--- src/rtl/wb_hyper_arb.sv ---
// Two-master Wishbone arbiter in front of a single HyperRAM slave.
// Round-robin on ties, the grant is held for the owner's whole cycle, and a
// watchdog aborts an owner whose slave stops acking.
//
// state | meaning
// ------+-------------------------------------------------------------
// IDLE  | nobody owns the slave; arbitrate on requests
// OWN   | owner's cycle routed to the slave, watchdog running
// ABORT | owner timed out; slave strobe off until owner drops cyc
module wb_hyper_arb #(
  parameter int TIMEOUT = 255
) (
  input  logic        wb_clk_i,
  input  logic        wb_rst_ni,
  input  logic [31:0] m0_adr_i,
  input  logic [31:0] m0_dat_i,
  input  logic [3:0]  m0_sel_i,
  input  logic [2:0]  m0_cti_i,
  input  logic        m0_we_i,
  input  logic        m0_cyc_i,
  input  logic        m0_stb_i,
  output logic [31:0] m0_dat_o,
  output logic        m0_ack_o,
  output logic        m0_err_o,
  input  logic [31:0] m1_adr_i,
  input  logic [31:0] m1_dat_i,
  input  logic [3:0]  m1_sel_i,
  input  logic [2:0]  m1_cti_i,
  input  logic        m1_we_i,
  input  logic        m1_cyc_i,
  input  logic        m1_stb_i,
  output logic [31:0] m1_dat_o,
  output logic        m1_ack_o,
  output logic        m1_err_o,
  output logic [31:0] s_adr_o,
  output logic [31:0] s_dat_o,
  output logic [3:0]  s_sel_o,
  output logic [2:0]  s_cti_o,
  output logic        s_we_o,
  output logic        s_cyc_o,
  output logic        s_stb_o,
  input  logic [31:0] s_dat_i,
  input  logic        s_ack_i,
  output logic        busy_o,
  output logic [7:0]  timeout_cnt_o
);

  typedef enum logic [1:0] {IDLE, OWN, ABORT} state_t;

  // Last watchdog value before the abort fires.
  localparam logic [7:0] TO_LAST = 8'(TIMEOUT - 1);

  state_t      state_q, state_d;
  logic        owner_q, owner_d;
  logic        last_q, last_d;
  logic [7:0]  wd_q, wd_d;
  logic [7:0]  tcnt_q, tcnt_d;
  logic        err_q, err_d;

  logic        req0, req1;
  logic        own_cyc, own_stb;

  assign req0    = m0_cyc_i & m0_stb_i;
  assign req1    = m1_cyc_i & m1_stb_i;
  assign own_cyc = owner_q ? m1_cyc_i : m0_cyc_i;
  assign own_stb = owner_q ? m1_stb_i : m0_stb_i;

  // State register plus owner, watchdog, abort counter and error pulse.
  always_ff @(posedge wb_clk_i or negedge wb_rst_ni) begin
    if (!wb_rst_ni) begin
      state_q <= IDLE;
      owner_q <= 1'b0;
      last_q  <= 1'b1;
      wd_q    <= 8'd0;
      tcnt_q  <= 8'd0;
      err_q   <= 1'b0;
    end else begin
      state_q <= state_d;
      owner_q <= owner_d;
      last_q  <= last_d;
      wd_q    <= wd_d;
      tcnt_q  <= tcnt_d;
      err_q   <= err_d;
    end
  end

  // Next-state: arbitration, cycle hold, watchdog and abort decisions.
  always_comb begin
    state_d = state_q;
    owner_d = owner_q;
    last_d  = last_q;
    wd_d    = wd_q;
    tcnt_d  = tcnt_q;
    err_d   = 1'b0;
    case (state_q)
      IDLE: begin
        if (req0 || req1) begin
          state_d = OWN;
          owner_d = (req0 && req1) ? ~last_q : req1;
          wd_d    = 8'd0;
        end
      end
      OWN: begin
        // A dropped cyc wins over everything; an ack on that same cycle is
        // still delivered by the output mux.
        if (!own_cyc) begin
          state_d = IDLE;
          last_d  = owner_q;
        end else if (s_ack_i) begin
          wd_d = 8'd0;
        end else if (own_stb) begin
          if (wd_q == TO_LAST) begin
            state_d = ABORT;
            err_d   = 1'b1;
            if (tcnt_q != 8'hFF) tcnt_d = tcnt_q + 8'd1;
          end else begin
            wd_d = wd_q + 8'd1;
          end
        end
      end
      ABORT: begin
        if (!own_cyc) begin
          state_d = IDLE;
          last_d  = owner_q;
        end
      end
      default: state_d = IDLE;
    endcase
  end

  // Outputs: slave-side mux of the owner, ack/err steering, status.
  always_comb begin
    s_adr_o       = owner_q ? m1_adr_i : m0_adr_i;
    s_dat_o       = owner_q ? m1_dat_i : m0_dat_i;
    s_sel_o       = owner_q ? m1_sel_i : m0_sel_i;
    s_cti_o       = owner_q ? m1_cti_i : m0_cti_i;
    s_we_o        = owner_q ? m1_we_i  : m0_we_i;
    s_cyc_o       = (state_q == OWN) & own_cyc;
    s_stb_o       = (state_q == OWN) & own_stb;
    m0_dat_o      = s_dat_i;
    m1_dat_o      = s_dat_i;
    m0_ack_o      = (state_q == OWN) & ~owner_q & s_ack_i;
    m1_ack_o      = (state_q == OWN) &  owner_q & s_ack_i;
    m0_err_o      = err_q & ~owner_q;
    m1_err_o      = err_q &  owner_q;
    busy_o        = (state_q != IDLE);
    timeout_cnt_o = tcnt_q;
  end

endmodule

--- config.mk ---
export PLATFORM = sky130hd
export DESIGN_NAME = wb_hyper_arb
export DESIGN_NICKNAME = d
export VERILOG_FILES = /design/src/rtl/wb_hyper_arb.sv
export SDC_FILE = /design/constraint.sdc
export NUM_CORES = 1
export LEC_CHECK = 0
export ABC_CLOCK_PERIOD_IN_PS = 2360
export CELL_PAD_IN_SITES_DETAIL_PLACEMENT = 0
export CELL_PAD_IN_SITES_GLOBAL_PLACEMENT = 1
export CORE_AREA = 10 10 122 124
export DETAILED_ROUTE_END_ITERATION = 7
export DIE_AREA = 0 0 132 134
export DONT_BUFFER_PORTS = 1
export PLACE_DENSITY = 0.52
export SETUP_SLACK_MARGIN = 0.15
export SLEW_MARGIN = 20
export SYNTH_ARGS = -nofsm -noshare
export SYNTH_HDL_FRONTEND = slang
export SYNTH_SLANG_ARGS = --single-unit
--- constraint.sdc ---
create_clock -name wb_clk_i -period 2.36 [get_ports wb_clk_i]
set_input_delay 0.708 -clock wb_clk_i [delete_from_list [all_inputs] [get_ports wb_clk_i]]
set_output_delay 0.708 -clock wb_clk_i [all_outputs]
set_load 0.005 [all_outputs]
==> run summary <==
The flow ran to the end, and the final reports show no timing, DRC or antenna violations. The fraction of final layout cells sized beyond drive strength 1 is 0.4387. In this run, the number of DRC markers left after iteration 0 of detailed routing was 36. The synthesized area came out at 0.002631 mm^2. The number of hold buffers added after CTS came out at 0. The worst hold margin came out at roughly 0.14 ns. The slack of the critical path came out at about 0.20 ns. For this block, the via count after detailed routing is about 1.8k.

The initial antenna violation count came out at 2. The area of the die came out at approximately 0.018 mm^2. The placeable core region is 0.01247 mm^2.

The detail-routed net length per standard cell is 28.77 um. The cell area power density came out at about 940 mW/mm^2. The number of global-route vias before repair is 1892. The final clock period utilization by the worst path came out at 0.9134. The post-route minimum period came out at between 2 and 2.5 ns. The total nets after synthesis is about 470. The total global routing track utilization is 0.1113. The number of synthesis warnings is 0. The proportion of synthesized flip-flops having asynchronous set or reset is 1.000. In this run, distinct cell masters in the synthesized netlist total 40. Measured along the x axis, the die boundary spans 132 um. The number of port buffers is 0. The analysis attributes to cell leakage a power of about 0.92 nW. The category of cells accounting for the largest share of critical-path delay is flip-flops. The worst-case clock skew came out at roughly 0.0026 ns. The number of clock sinks seen by CTS is 21. The height of the chip is 134 um. On the critical path, the stage with the largest delay is an instance of dfrtp_4. The worst path buffer plus inverter count came out at 1. The starting utilization of the core area came out at 0.2111.

The final-report setup violation count is 0. At the worst endpoint, the required time is 1.65 ns. Once detail routing completed, the nets flagged for antenna violations numbered 0. TritonCTS created 3 clock buffers. The max-slew violation count came out at 0. The wire length reported by the detailed router is roughly 11000 um. The flip-flop and latch count after synthesis is 21. The clock insertion delay at the later pin of the skew report is between 0.2 and 0.3 ns. The final routed DRC violation total is 0.

The nature of the critical path endpoint is an output pin. VDD sags by at most 236.1 uV. The transition at the pin with the smallest max-transition slack came out at approximately 0.42 ns. The most used flip-flop cell after synthesis is dfrtp_1. The total power came out at 2.321 mW. The max-cap check violation count came out at 0. The fmax is between 400 and 500 MHz. Including well taps, the total number of placed cells is around 380. The setup slack at placement came out at about 0.25 ns.

The layout has around 1.4k filler cells. The signal on the critical path passes through buf_12, mux2_2. Setup repair after global routing left no endpoint under its margin. For this run, the slowest stage of the critical path takes ~0.5 ns. In the routed layout, each cell is associated on average with a via count of about 4.7. Of the synthesized area, sequential elements account for 0.2002. The number of nets at the end of the flow is 403.

Along the worst path, the maximum fanout reaches 46. For this design the top-level I/O count stands at between 300 and 400. The deepest clock path buffer count is 2. The TritonCTS clock tree is built.

The detailed-routing iteration count for the pre-antenna-repair pass came out at 4. The number of standard cells in the final layout excluding fillers is about 390. After synthesis, the mean cell area works out to between 9 and 10 um^2. The routability-driven placement congestion ratio is 0.7416. The gate count of the mapped netlist came out at roughly 280. The signed area change from the synthesized netlist to the final layout came out at -6.182%.

In this run the number of H-tree levels came out at 1. The half-perimeter wire length after placement came out at 10030 um. The count of endpoints failing hold in the final timing report was 0. The min-delay analysis places its worst path in the category input pin to asynchronous set/reset pin. The kind of launch point of the worst setup path is a flop. The maximum number of pins on one net before global-route repair is 47.

The first global-routing pass estimated roughly 15000 um of wire. Data arrives at the worst endpoint at 1.45 ns. Counting flops with a built-in enable in the synthesized netlist gives 0.

By startpoint and endpoint, the worst setup path is classified as flop to output pin. The max-slew headroom at the worst pin came out at 0.7209. The final global-route overflow total is 0. After floorplanning, the core was divided into a little over 40 placement rows. The clock input transition at the sequential cells of the worst setup and hold paths is roughly 0.060 ns.

The final total negative setup slack is 0 ns. CTS placed an instance of clkbuf_16 at the clock tree root.
[synthesized netlist by cell type, types with 5 or more instances]
master | number | area share
mux2_2 | 73 | 0.31
buf_4 | 65 | 0.19
dfrtp_1 | 20 | 0.19
nand2_1 | 11 | 0.016
nand3_1 | 10 | 0.019
nor2_1 | 8 | 0.011
ha_1 | 7 | 0.033
inv_1 | 7 | 0.010
xnor2_1 | 7 | 0.023
nand4_1 | 6 | 0.014
a21oi_1 | 5 | 0.0095
and3_1 | 5 | 0.012
clkbuf_1 | 5 | 0.0071
o22a_1 | 5 | 0.017
[flip-flops by register name, summed over array words and instances (netlist names)]
signal,cells
timeout_cnt_o,8
state_q,2
owner_q,1
err_q,1
last_q,1
wd_q,8
[per-layer routing]
metal / track usage / wire [um]
met1: 0.1179 / 4115
met2: 0.1895 / 5619
met4: 0.01916 / 103
met5: 0 / 0
met3: 0.06572 / 1268
[path summary, 6_finish.rpt]
kind	from	to	slack (ns)	depth (start not counted)
max	owner_q$_DFFE_PN0P_	s_dat_o[13]	0.20	2
min	wb_rst_ni	wd_q[7]$_DFFE_PN0P_	0.14	0
max reg2reg	state_q[1]$_DFFE_PN0P_	timeout_cnt_o[1]$_DFFE_PN0P_	0.36	7
min reg2reg	timeout_cnt_o[5]$_DFFE_PN0P_	timeout_cnt_o[5]$_DFFE_PN0P_	0.53	1
max in group asynchronous	wb_rst_ni	last_q$_DFFE_PN1P_	2.05	0
min in group wb_clk_i	timeout_cnt_o[5]$_DFFE_PN0P_	timeout_cnt_o[5]$_DFFE_PN0P_	0.53	1
[through the flow]
stage | area (um^2) | util
after CTS | 2451 | 0.1966
after global routing | 2466 | 0.1978
after floorplan | 2631 | -
after detailed placement | 2352 | 0.1887
after global placement | 2352 | 0.1887
final | 2469 | 0.1980
[cells in the final DEF, fill, tap and decap left out, types with 3 or more instances in the layout]
cell	synthesis	routed
and4_1	3	3
and2_1	3	3
nor3_1	3	3
nand4_1	6	6
o21ai_0	3	3
xnor2_1	7	7
buf_4	65	3
o22a_1	5	5
inv_1	7	7
and3_1	5	5
nand2_1	11	11
clkbuf_16	0	3
a21oi_1	5	5
dfrtp_1	20	19
ha_1	7	6
nor2_1	8	8
mux2_1	3	3
mux2_2	73	73
nand3_1	10	10
[kinds of logic after synthesis]
logic type,share of synthesized area
AOI/OAI and AO/OA,0.06848
xor gates and xnor gates,0.02330
adders and majority gates,0.03328
buffers and inverters,0.2097
DFF,0.2002
muxes,0.3386
and+or+nand+nor,0.1265
[worst register-to-register path: stages, from the launching register on]
cell	delay [ns]
dfrtp_1	0.38
inv_1	0.12
ha_2	0.27
nand2b_1	0.18
a2111oi_4	0.34
buf_4	0.22
nand2_4	0.07
mux2_4	0.30
[cell type report]
| class | instances | area, um^2 | area share |
|---|---|---|---|
| clock buffer | 3 | 75.07 | 0.03041 |
| antenna | 2 | 5.005 | 0.002027 |
| sequential | 21 | 530.5 | 0.2149 |
| multi-input combinational | 175 | 1558 | 0.6310 |
| tap | 172 | 215.2 | 0.08718 |
| clock inverter | 1 | 5.005 | 0.002027 |
| inverter | 7 | 26.28 | 0.01064 |
| timing repair buffer | 5 | 53.80 | 0.02179 |
[where the power goes]
part / total, mW / internal, mW / switching [mW]
clock network: 0.365 / 0.228 / 0.137
registers: 0.476 / 0.413 / 0.0633
logic: 1.48 / 0.707 / 0.773
total: 2.32 / 1.35 / 0.973
[timing repair]
item | in CTS | in global routing
pin swaps | 0 | 1
buffers inserted | 2 | 1
resized for setup | 1 | 2
setup endpoints to repair | 62 | 9
Power figures use the tool's default switching activity.
